## config.mk

```make
export PLATFORM = sky130hd
export DESIGN_NAME = multicycle_controller
export DESIGN_NICKNAME = d
export VERILOG_FILES = /design/src/rtl/multicycle_controller.sv
export SDC_FILE = /design/constraint.sdc
export NUM_CORES = 1
export LEC_CHECK = 0
export ABC_AREA = 1
export ABC_CLOCK_PERIOD_IN_PS = 3850
export CAP_MARGIN = 20
export CORE_MARGIN = 4
export CORE_UTILIZATION = 48
export CTS_CLUSTER_DIAMETER = 200
export CTS_CLUSTER_SIZE = 8
export DETAILED_ROUTE_END_ITERATION = 6
export PLACE_DENSITY_LB_ADDON = 0.3
export RECOVER_POWER = 25
export SYNTH_ARGS = -nofsm -noshare
export SYNTH_HDL_FRONTEND = slang
export SYNTH_SLANG_ARGS = --single-unit
export TNS_END_PERCENT = 50
```

## constraint.sdc

```tcl
create_clock -name clk -period 3.85 [get_ports clk]
set_input_delay 0.77 -clock clk [delete_from_list [all_inputs] [get_ports clk]]
set_output_delay 0.77 -clock clk [all_outputs]
set_load 0.01 [all_outputs]
```

## src/rtl/multicycle_controller.sv

```systemverilog
// ============================================================================
// multicycle_controller
//   Multi-cycle RV32 subset control FSM: fetch/decode/execute/mem/writeback.
//   Revision: 1.0
// ============================================================================
`default_nettype none

module multicycle_controller #(
  parameter int instr_width  = 32,
  parameter int alu_op_width = 4,
  parameter int cnt_width    = 16
) (
  input  logic                    clk,
  input  logic                    rst_n,
  output logic                    imem_req,
  input  logic                    imem_ready,
  input  logic [instr_width-1:0]  imem_rdata,
  input  logic                    dmem_ready,
  output logic [instr_width-1:0]  instruction,
  output logic [alu_op_width-1:0] alu_op,
  output logic                    sel_bw_imm_rs2,
  output logic                    regfile_write_enable,
  output logic                    dmem_read_en,
  output logic                    dmem_write_en,
  output logic                    wr_back_sel,
  output logic                    pc_write_en,
  output logic                    illegal_instr,
  output logic [cnt_width-1:0]    retired_count,
  output logic [2:0]              state
);

  typedef enum logic [2:0] {
    IDLE      = 3'd0,
    FETCH     = 3'd1,
    DECODE    = 3'd2,
    EXECUTE   = 3'd3,
    MEM       = 3'd4,
    WRITEBACK = 3'd5,
    TRAP      = 3'd6
  } state_t;

  localparam logic [6:0] c_op_reg   = 7'b0110011;
  localparam logic [6:0] c_op_imm   = 7'b0010011;
  localparam logic [6:0] c_op_load  = 7'b0000011;
  localparam logic [6:0] c_op_store = 7'b0100011;

  localparam logic [6:0] c_f7_zero = 7'b0000000;
  localparam logic [6:0] c_f7_alt  = 7'b0100000;

  localparam logic [alu_op_width-1:0] c_alu_add  = alu_op_width'(0);
  localparam logic [alu_op_width-1:0] c_alu_sub  = alu_op_width'(1);
  localparam logic [alu_op_width-1:0] c_alu_sll  = alu_op_width'(2);
  localparam logic [alu_op_width-1:0] c_alu_slt  = alu_op_width'(3);
  localparam logic [alu_op_width-1:0] c_alu_sltu = alu_op_width'(4);
  localparam logic [alu_op_width-1:0] c_alu_xor  = alu_op_width'(5);
  localparam logic [alu_op_width-1:0] c_alu_srl  = alu_op_width'(6);
  localparam logic [alu_op_width-1:0] c_alu_sra  = alu_op_width'(7);
  localparam logic [alu_op_width-1:0] c_alu_or   = alu_op_width'(8);
  localparam logic [alu_op_width-1:0] c_alu_and  = alu_op_width'(9);

  localparam logic [cnt_width-1:0] c_cnt_one = {{(cnt_width-1){1'b0}}, 1'b1};

  state_t                   state_q, state_d;
  logic [instr_width-1:0]   ir_q, ir_d;
  logic [cnt_width-1:0]     cnt_q, cnt_d;
  logic                     illegal_q, illegal_d;

  logic [6:0]               w_opcode;
  logic [2:0]               w_funct3;
  logic [6:0]               w_funct7;
  logic                     w_is_load;
  logic                     w_is_store;
  logic                     w_legal;
  logic [alu_op_width-1:0]  w_alu_op;
  logic                     w_imem_req;
  logic                     w_rf_we;
  logic                     w_rd_en;
  logic                     w_wr_en;
  logic                     w_pc_we;

  assign w_opcode   = ir_q[6:0];
  assign w_funct3   = ir_q[14:12];
  assign w_funct7   = ir_q[31:25];
  assign w_is_load  = (w_opcode == c_op_load);
  assign w_is_store = (w_opcode == c_op_store);

  always_comb begin
    w_legal = 1'b0;
    case (w_opcode)
      c_op_reg: begin
        w_legal = (w_funct7 == c_f7_zero) ||
                  ((w_funct7 == c_f7_alt) &&
                   ((w_funct3 == 3'b000) || (w_funct3 == 3'b101)));
      end
      c_op_imm: begin
        case (w_funct3)
          3'b001:  w_legal = (w_funct7 == c_f7_zero);
          3'b101:  w_legal = (w_funct7 == c_f7_zero) || (w_funct7 == c_f7_alt);
          default: w_legal = 1'b1;
        endcase
      end
      c_op_load: begin
        w_legal = (w_funct3 != 3'b011) && (w_funct3 != 3'b110) &&
                  (w_funct3 != 3'b111);
      end
      c_op_store: begin
        w_legal = (w_funct3 == 3'b000) || (w_funct3 == 3'b001) ||
                  (w_funct3 == 3'b010);
      end
      default: w_legal = 1'b0;
    endcase
  end

  // funct7 only selects sub for register-register adds; addi's upper bits are immediate
  always_comb begin
    w_alu_op = c_alu_add;
    if (!(w_is_load || w_is_store)) begin
      case (w_funct3)
        3'b000:  w_alu_op = ((w_opcode == c_op_reg) && (w_funct7 == c_f7_alt)) ?
                            c_alu_sub : c_alu_add;
        3'b001:  w_alu_op = c_alu_sll;
        3'b010:  w_alu_op = c_alu_slt;
        3'b011:  w_alu_op = c_alu_sltu;
        3'b100:  w_alu_op = c_alu_xor;
        3'b101:  w_alu_op = (w_funct7 == c_f7_alt) ? c_alu_sra : c_alu_srl;
        3'b110:  w_alu_op = c_alu_or;
        default: w_alu_op = c_alu_and;
      endcase
    end
  end

  always_ff @(posedge clk or negedge rst_n) begin
    if (!rst_n) begin
      state_q   <= IDLE;
      ir_q      <= '0;
      cnt_q     <= '0;
      illegal_q <= 1'b0;
    end else begin
      state_q   <= state_d;
      ir_q      <= ir_d;
      cnt_q     <= cnt_d;
      illegal_q <= illegal_d;
    end
  end

  always_comb begin
    state_d    = state_q;
    ir_d       = ir_q;
    illegal_d  = illegal_q;
    w_imem_req = 1'b0;
    w_rf_we    = 1'b0;
    w_rd_en    = 1'b0;
    w_wr_en    = 1'b0;
    w_pc_we    = 1'b0;
    case (state_q)
      IDLE: begin
        state_d = FETCH;
      end
      FETCH: begin
        w_imem_req = 1'b1;
        if (imem_ready) begin
          ir_d    = imem_rdata;
          state_d = DECODE;
        end
      end
      DECODE: begin
        if (!w_legal) begin
          illegal_d = 1'b1;
          state_d   = TRAP;
        end else begin
          state_d = EXECUTE;
        end
      end
      EXECUTE: begin
        state_d = (w_is_load || w_is_store) ? MEM : WRITEBACK;
      end
      MEM: begin
        // A store retires here; a load still needs its register write
        if (w_is_load) begin
          w_rd_en = 1'b1;
          if (dmem_ready) begin
            state_d = WRITEBACK;
          end
        end else begin
          w_wr_en = 1'b1;
          if (dmem_ready) begin
            w_pc_we = 1'b1;
            state_d = FETCH;
          end
        end
      end
      WRITEBACK: begin
        w_rf_we = 1'b1;
        w_pc_we = 1'b1;
        state_d = FETCH;
      end
      TRAP: begin
        state_d = TRAP;
      end
      default: begin
        state_d = IDLE;
      end
    endcase
  end

  assign cnt_d = w_pc_we ? (cnt_q + c_cnt_one) : cnt_q;

  assign imem_req             = w_imem_req;
  assign instruction          = ir_q;
  assign alu_op               = w_alu_op;
  assign sel_bw_imm_rs2       = !(w_is_load || w_is_store || (w_opcode == c_op_imm));
  assign regfile_write_enable = w_rf_we;
  assign dmem_read_en         = w_rd_en;
  assign dmem_write_en        = w_wr_en;
  assign wr_back_sel          = !w_is_load;
  assign pc_write_en          = w_pc_we;
  assign illegal_instr        = illegal_q;
  assign retired_count        = cnt_q;
  assign state                = state_q;

endmodule

`default_nettype wire

```

==> impl_metrics.ini, run 1 <==
[clocking]
cts_tree = built
cts_setup_buffers = 0
htreeDepth = 2
cts_sinks = 52
clockBufferDepth = 2
clkSlewWorstSetupHoldPaths_ns = 0.10
root_buffer = clkbuf_8
cts_hold_buf = 0
post_cts_resized = 0
cts_inserted_buffers = 5
insertion_delay_ns = 0.30

[setup_path]
cp.arrival_ns = 2.03
cp_num_buf_inv = 3
crit_type = register to primary output
r2r_setup_slack_ns = 2.18
cp-start-kind = register
critPathSlowestCell = clkdlybuf4s50_1
cp_top_family = buffers and inverters
slowest_delay_ns = 0.55
cp.required_ns = 3.08
reg2reg_from = retired_count[0]
crit_top_cell = inv_1
critPathMaxFanout = 6
ff2ff_path_depth = 7
critPathCaptureType = primary output
r2r-end = retired_count[14]
crit_chain = inv_1 -> nand2_1 -> nor2_4 -> inv_1 -> nor2_1 -> nand4_1 -> a31oi_1 -> clkdlybuf4s50_1

[yosys]
syn_avg_cell_area_um2 = 9.280
syn_inst = 290
syn_area_um2 = 2691
synth.top_cell.area_share_pct = 48.35
yosysSeqAreaShare_pct = 48.35
yosys_warnings = 0
syn_nets = 327
synth_area_leaders = dfrtp_1 (48%), mux2_2 (10%), nand2_1 (7.7%)
ys_types = 32
yosysTopAreaCell = dfrtp_1
ys_seq_elements = 52

[hold_path]
hp-class = register to register
hold-path-cell-count = 2
whs_endpoint = illegal_instr
hold_start = illegal_instr

[die]
fp.dieArea_um2 = 6869
row_count = 27
initial_core_util_pct = 49.18
core_um2 = 5473
dieHeight_um = 82.88
io_pins = 99
fp.dieW_um = 82.88

[timing]
rsz0062_at_grt = false
final.setup_skew_ns = 0.01127
finalSetupTns_ns = 0
fin_crit_sh_pct = 72.80
timing.slew.headroom_pct = -19.00
max_slew.worst_pin.slew_ns = 1.785
min_period_ns = 2.803
setup_viol = 0
postLayoutSetupSlackWorst_ns = 1.047
hold_viol = 0
drv_slew = 34
max_freq_mhz = 356.8

[run_status]
status = complete, but fails checks
violations = max-capacitance violations, max-slew violations

[placement]
place_area_um2 = 3710
portBuffers = 98
place_congestion = 0.8527
dp_hpwl_mm = 4.942
place_ws_ns = 1.072

[power_and_ir_drop]
ir_worst_vdd_mv = 0.2319
p_leak_nw = 1.822
power_density_nw_per_um2 = 241.8

[cells_and_area]
layout_commonest_cell = clkdlybuf4s50_1
antennaDiodeCount = 0
layout.cells.most_common_list = clkdlybuf4s50_1 (97), nand2_1 (55), dfrtp_1 (52)
design_area_um2 = 3800
drive_gt1_share_pct = 14.83
final_nets = 427
area_growth_pct = 41.19

[global_route]
grt_overflow_total = 0
grt_max_degree = 42
track_usage_pct = 18.43
grt_first_pass_wirelength_mm = 10.48
antenna_found_initial = 0
first_global_vias = 2280

[routing]
drtIter0Drc = 85
vias_per_cell = 4.888
drt-pass1-iter-count = 6
final_antenna_net_count = 0
post_drt_wl_per_cell_um = 13.57
vias = 2263
routed_wl_mm = 6.281
drc_errors = 0

[flow_run]
maxCapViolations = 1
## cells by family (layout without fill, tap and decap cells)
| logic type | count (synthesis) | in the layout | share of synthesized area [%] |
|---|---|---|---|
| buffers and inverters | 45 | 146 | 7.624 |
| xor gates and xnor gates | 14 | 14 | 5.114 |
| and+or+nand+nor | 131 | 131 | 22.73 |
| AOI/OAI and AO/OA | 23 | 23 | 5.672 |
| DFF | 52 | 52 | 48.35 |
| adders and majority gates | 1 | 1 | 0.4648 |
| muxes | 24 | 24 | 10.04 |
## cells in the mapped netlist, drive strengths merged
| cell type | count |
|---|---|
| a31oi | 1 |
| ha | 1 |
| nor4 | 1 |
| o21ai | 10 |
| or2 | 1 |
| nand3 | 14 |
| nand2 | 62 |
| a22oi | 1 |
| xnor2 | 2 |
| buf | 6 |
| a21oi | 11 |
| mux2 | 24 |
| inv | 38 |
| clkbuf | 1 |
| nand4 | 4 |
| nor3 | 9 |
| nor2 | 40 |
| xor2 | 12 |
| dfrtp | 52 |
## state kept, by name, summed over array words and instances (netlist names)
| register | count |
|---|---|
| instruction | 32 |
| retired_count | 16 |
| state | 3 |
| illegal_instr | 1 |
## metrics by stage
stage          std cells  utilization [%]  hold WS, ns  total power [mW]
2_1_floorplan        290                -       0.4744            0.5616
3_3_place_gp         455            67.79       0.4465            0.6097
3_5_place_dp         455            67.79       0.4506            0.6105
4_1_cts              463            69.52       0.4774            0.9342
5_1_grt              463            69.43       0.5296            0.9625
6_report             463            69.43       0.4685            0.9188
## per-layer routing
metal / share of wire, % / GRT usage, %
met4: 0.46 / 3.566
met2: 49 / 31.56
met5: 0 / 0
met1: 43 / 22.85
met3: 7.8 / 6.052
## layout make-up
class                      instances  area [um^2]
timing repair buffer             100        985.9
fill                             447         1673
tap                               72        90.09
inverter                          38        142.6
clock buffer                       5        68.82
clock inverter                     3        26.28
multi-input combinational        193         1185
sequential                        52         1301
## power by group
group / internal [mW] / switching [mW]
Combinational: 0.0327 / 0.0183
Clock: 0.133 / 0.188
Sequential: 0.546 / 0.000717
Total: 0.712 / 0.207
## worst min-delay path: stages (launching register included)
cell	delay (ns)
dfrtp_1	0.35
inv_1	0.04
nand2_1	0.05
## worst max path at each step
stage,start,to,slack [ns],cells past startpoint
4_1_cts,instruction[2],alu_op[0],1.02,8
3_3_place_gp,dmem_ready,pc_write_en,1.08,4
6_report,instruction[2],alu_op[0],1.05,8
3_5_place_dp,dmem_ready,pc_write_en,1.07,4
2_1_floorplan,dmem_ready,pc_write_en,1.92,3
5_1_grt,rst_n,instruction[9],0.72,2
(Power assumes the default switching activity.)
==> run 2: changes to the inputs <==
--- a/config.mk
+++ b/config.mk
@@ -6,10 +6,10 @@
 export NUM_CORES = 1
 export LEC_CHECK = 0
 export ABC_AREA = 1
-export ABC_CLOCK_PERIOD_IN_PS = 3850
+export ABC_CLOCK_PERIOD_IN_PS = 2800
 export CAP_MARGIN = 20
 export CORE_MARGIN = 4
-export CORE_UTILIZATION = 48
+export CORE_UTILIZATION = 45
 export CTS_CLUSTER_DIAMETER = 200
 export CTS_CLUSTER_SIZE = 8
 export DETAILED_ROUTE_END_ITERATION = 6
==> constraint.sdc (replaced) <==
create_clock -name clk -period 2.8 [get_ports clk]
set_input_delay 0.56 -clock clk [delete_from_list [all_inputs] [get_ports clk]]
set_output_delay 0.56 -clock clk [all_outputs]
set_load 0.01 [all_outputs]
==> run 2 against run 1 <==
Against the previous run: the flow now finishes without violations; power rose by 39%; worst setup slack got worse by 0.71 ns; critical path depth fell by 1; highest routed layer unchanged; utilization fell by 2.0 points; global-route usage rose by 0.15 points; clock skew fell by 0.0049 ns; cell area rose by 0.16%.
==> impl_metrics.ini, run 2 (same netlist as run 1, synthesis figures left out) <==
[routing]
vias = 2289
wl_met2_mm = 3.065
wl_met1_mm = 2.756
vias_per_cell = 4.933
highest_layer = met4
post_drt_wl_per_cell_um = 13.79
drt-pass1-iter-count = 4
drc_errors = 0
drtIter0Drc = 140
routed_wl_mm = 6.399
dr_wl_met3_um = 496
final_antenna_net_count = 0

[global_route]
grt_max_degree = 42
antenna_found_initial = 0
grt_first_pass_wirelength_mm = 10.74
grt_overflow_total = 0
track_usage_pct = 18.58
first_global_vias = 2230

[run_status]
status = completed

[die]
fp.dieArea_um2 = 7282
core_um2 = 5642
io_pins = 99
fp.dieW_um = 85.34
dieHeight_um = 85.34
initial_core_util_pct = 47.70
row_count = 27

[power_and_ir_drop]
swShare_pct = 23.10
seq_power_share_pct = 59.0
p_clk_share_pct = 35.5
combinationalPowerShare_pct = 5.6
p_switching_mw = 0.2947
ir_worst_vdd_mv = 0.2716
p_int_mw = 0.9809
power_density_nw_per_um2 = 335.2
p_leak_nw = 1.842

[setup_path]
cp-start-kind = register
crit_top_cell = inv_1
slowest_delay_ns = 0.48
crit_chain = inv_1 -> nand2_1 -> nor2_4 -> nand3_1 -> o21ai_0 -> inv_1 -> clkdlybuf4s50_1
r2r_setup_slack_ns = 1.14
critPathSlowestCell = clkdlybuf4s50_1
cp_num_buf_inv = 3
cp.required_ns = 2.24
critPathMaxFanout = 6
critPathCaptureType = primary output
cp_top_family = buffers and inverters
crit_type = register to primary output
cp.arrival_ns = 1.90

[timing]
max_slew.worst_pin.slew_ns = 1.464
max_freq_mhz = 406.3
finalSetupTns_ns = 0
drv_slew = 0
timing.slew.headroom_pct = 2.383
final.setup_skew_ns = 0.006341
hold_viol = 0
setup_viol = 0
hold_ws_ns = 0.4819
min_period_ns = 2.461
fin_crit_sh_pct = 87.90
rsz0062_at_grt = false

[flow_run]
maxCapViolations = 0

[cells_and_area]
final_cells = 464
final_nets = 428
layout.cells.most_common_list = clkdlybuf4s50_1 (96), nand2_1 (55), dfrtp_1 (52)
largest_register_ffs = 32
drive_gt1_share_pct = 14.80
layout_commonest_cell = clkdlybuf4s50_1
utilization_pct = 67.47
area_growth_pct = 41.42
antennaDiodeCount = 0

[placement]
dp_cells = 456
portBuffers = 98
dp_hpwl_mm = 5.080
place_congestion = 0.8811

[clocking]
root_buffer = clkbuf_8
htreeDepth = 2
insertion_delay_ns = 0.31
cts_setup_buffers = 0
cts_sinks = 52
cts_tree = built
clkSlewWorstSetupHoldPaths_ns = 0.10
cts_inserted_buffers = 5
clockBufferDepth = 2
cts_hold_buf = 0

[hold_path]
hp-class = register to register
[run 2: cell types whose count changed in the layout (fill, tap and decap cells not counted)]
cell | before | now
clkinv_4 | 2 | 1
clkbuf_1 | 2 | 3
dlymetal6s2s_1 | 0 | 1
inv_6 | 1 | 2
clkdlybuf4s50_1 | 97 | 96
[run 2: worst min-delay path, cell delays in order, from the launching register on]
cell and delay (ns):
dfrtp_1 0.36, inv_1 0.04, nand2_1 0.06
[run 2: worst paths after layout]
kind	start	endpoint	depth (start not counted)
setup reg to reg	retired_count[0]	retired_count[14]	7
hold reg to reg	illegal_instr	illegal_instr	2
hold / removal	illegal_instr	illegal_instr	2
setup / recovery	instruction[3]	alu_op[1]	7
min in group asynchronous	rst_n	instruction[14]	1
max in group asynchronous	rst_n	retired_count[1]	2
[run 2: what timing repair did]
action                     in CTS  in global routing
setup endpoints to repair       0                  1
resized for setup               0                  1
hold endpoints to repair        0                  0
[run 2: stage by stage]
step | instance area [um^2] | setup WS [ns] | power (mW)
2_1_floorplan | 2691 | 1.082 | 0.7721
3_3_place_gp | 3717 | 0.4619 | 0.8394
3_5_place_dp | 3717 | 0.4469 | 0.8408
4_1_cts | 3812 | 0.1163 | 1.302
5_1_grt | 3806 | 0.1731 | 1.336
6_report | 3806 | 0.3387 | 1.276
[run 2: per-layer routing]
metal,up-vias,track usage [%]
met5,-,0
met3,9,6.117
li1,1121,-
met4,0,5.036
met2,65,31.14
met1,1094,22.97
[run 2: layout make-up]
cell class                      count  area [um^2]
Sequential cell                    52         1301
Fill cell                         458         1836
Inverter                           38        142.6
Clock buffer                        5        68.82
Tap cell                           72        90.09
Timing Repair Buffer              101        992.2
Multi-Input combinational cell    193         1185
Clock inverter                      3        26.28
[run 2: power by group through the flow]
stage	combinational [mW]	clock, mW	sequential, mW
floorplan	0.00455	0	0.768
global placement	0.0724	0	0.767
detailed placement	0.0738	0	0.767
CTS	0.0739	0.475	0.752
global route	0.0788	0.504	0.753
finish	0.0708	0.453	0.752
==> run 3: changes to the inputs <==
--- a/config.mk
+++ b/config.mk
@@ -6,10 +6,10 @@
 export NUM_CORES = 1
 export LEC_CHECK = 0
 export ABC_AREA = 1
-export ABC_CLOCK_PERIOD_IN_PS = 2800
+export ABC_CLOCK_PERIOD_IN_PS = 2200
 export CAP_MARGIN = 20
 export CORE_MARGIN = 4
-export CORE_UTILIZATION = 45
+export CORE_UTILIZATION = 40
 export CTS_CLUSTER_DIAMETER = 200
 export CTS_CLUSTER_SIZE = 8
 export DETAILED_ROUTE_END_ITERATION = 6
==> constraint.sdc (replaced) <==
create_clock -name clk -period 2.2 [get_ports clk]
set_input_delay 0.44 -clock clk [delete_from_list [all_inputs] [get_ports clk]]
set_output_delay 0.44 -clock clk [all_outputs]
set_load 0.01 [all_outputs]
==> run 3 against run 2 <==
Against the previous run: sequential share of layout area fell by 0.68 points; sequential cell count did not move; clock power rose by 50%; clock-buffer cell count did not move; cell count rose by 2.2%; global-route usage fell by 1.3 points; wire length rose by 5.4%; largest cell class unchanged; largest power group unchanged; highest routed layer unchanged.
==> impl_metrics.ini, run 3 (same netlist as run 1, synthesis figures left out) <==
[run_status]
status = completed

[power_and_ir_drop]
p_switching_mw = 0.3717
seq_power_share_pct = 55.3
p_clk_share_pct = 39.3
p_int_mw = 1.358
power_density_nw_per_um2 = 444.2
combinationalPowerShare_pct = 5.4
p_leak_nw = 1.916
swShare_pct = 21.48
ir_worst_vdd_mv = 0.3102

[clocking]
clkSlewWorstSetupHoldPaths_ns = 0.10
cts_sinks = 52
htreeDepth = 2
insertion_delay_ns = 0.30
root_buffer = clkbuf_8
cts_tree = built
clockBufferDepth = 2
cts_hold_buf = 0
cts_inserted_buffers = 5

[setup_path]
critPathCaptureType = primary output
crit_type = register to primary output
critPathSlowestCell = dfrtp_1
crit_chain = inv_1 -> nand2_1 -> nor2_4 -> buf_4 -> nand2_2 -> nor2_1 -> dlygate4sd2_1
critPathMaxFanout = 4
slowest_delay_ns = 0.39
cp-start-kind = register
cp.required_ns = 1.76
cp.arrival_ns = 1.65

[timing]
max_slew.worst_pin.slew_ns = 1.322
finalSetupTns_ns = 0
timing.slew.headroom_pct = 11.88
postLayoutSetupSlackWorst_ns = 0.1114
drv_slew = 0
max_freq_mhz = 478.8
fin_crit_sh_pct = 94.94
setup_viol = 0
hold_ws_ns = 0.4033
min_period_ns = 2.089
rsz0062_at_grt = true
hold_viol = 0
final.setup_skew_ns = 0.008700

[die]
io_pins = 99
row_count = 29
fp.dieW_um = 90.03
dieHeight_um = 90.03
core_um2 = 6459
fp.dieArea_um2 = 8105
initial_core_util_pct = 41.67

[routing]
post_drt_wl_per_cell_um = 14.23
drc_errors = 0
vias = 2286
final_antenna_net_count = 0
drtIter0Drc = 96
vias_per_cell = 4.823
drt-pass1-iter-count = 4
routed_wl_mm = 6.743

[cells_and_area]
layout.cells.most_common_list = clkdlybuf4s50_1 (88), nand2_1 (55), dfrtp_1 (49)
largest_register_ffs = 32
area_growth_pct = 44.72
final_nets = 433
design_area_um2 = 3895
antennaDiodeCount = 0
drive_gt1_share_pct = 18.14
layout_commonest_cell = clkdlybuf4s50_1

[global_route]
grt_max_degree = 42
track_usage_pct = 17.27
grt_overflow_total = 0
antenna_found_initial = 0
first_global_vias = 2445
grt_first_pass_wirelength_mm = 11.58

[placement]
place_congestion = 0.8516
place_ws_ns = 0.05337
place_area_um2 = 3731
dp_hpwl_mm = 5.179
portBuffers = 98

[flow_run]
maxCapViolations = 0

[hold_path]
hp-class = input port to async pin
[run 3: cell count changes in the layout (fill, tap and decap cells not counted), sizes merged]
cell,previous run,this run
dlymetal6s2s,1,5
clkdlybuf4s50,96,88
dlygate4sd2,0,2
bufinv,0,1
clkinv,1,0
buf,1,6
clkinvlp,0,1
clkbuf,8,9
inv,40,39
clkdlybuf4s15,0,1
[run 3: critical path, delay by kind of cell, from the launching register on]
kind                   cells  cell delay [ns]
AND/OR/NAND/NOR            4             0.46
flip-flops                 1             0.39
buffers and inverters      3             0.49
[run 3: final cells by class]
| class | instances | area, um^2 |
|---|---|---|
| inverters | 38 | 142.6 |
| clock inverters | 3 | 46.29 |
| well taps | 77 | 96.34 |
| fillers | 583 | 2564 |
| clock buffers | 5 | 68.82 |
| flip-flops and latches | 52 | 1305 |
| repair buffers | 106 | 1033 |
| multi-input cells | 193 | 1202 |
[run 3: power by group through the flow]
stage	Clock (mW)	Sequential (mW)	Combinational (mW)
after floorplan	0	0.977	0.00580
final	0.680	0.957	0.0933
after CTS	0.701	0.958	0.0955
after global placement	0	0.976	0.0934
after detailed placement	0	0.976	0.0954
after global routing	0.744	0.957	0.103
[run 3: per-stage QoR]
step                util (%)  std cells  total power [mW]
finish                 60.31        474             1.730
global route           60.31        474             1.804
CTS                    59.72        471             1.754
detailed placement     57.77        462             1.072
global placement       57.77        462             1.070
floorplan                  -        290            0.9827
[run 3: routing by layer]
metal | vias to the layer above | wire [um] | GRT usage, %
met5 | - | 0 | 0
met4 | 0 | 51 | 4.082
met3 | 4 | 500 | 5.593
met2 | 70 | 3416 | 30.68
met1 | 1082 | 2774 | 20.19
li1 | 1130 | - | -
[run 3: worst paths after layout]
kind                                      from               end  slack (ns)  depth (start not counted)
worst max register to register  instruction[1]  retired_count[8]        0.45                         10
worst min register to register   illegal_instr     illegal_instr        0.48                          2
worst min-delay path                     rst_n   instruction[22]        0.40                          1
max in group asynchronous                rst_n    instruction[4]        0.57                          2
worst max-delay path            instruction[2]      dmem_read_en        0.11                          7
min in group clk                 illegal_instr     illegal_instr        0.48                          2
[run 3: timing repair]
action / CTS / global route
setup buffers: 1 / 3
endpoints found under the hold margin: 0 / 0
pin swaps: 0 / 1
setup endpoints to repair: 8 / 6
resized for setup: 8 / 12
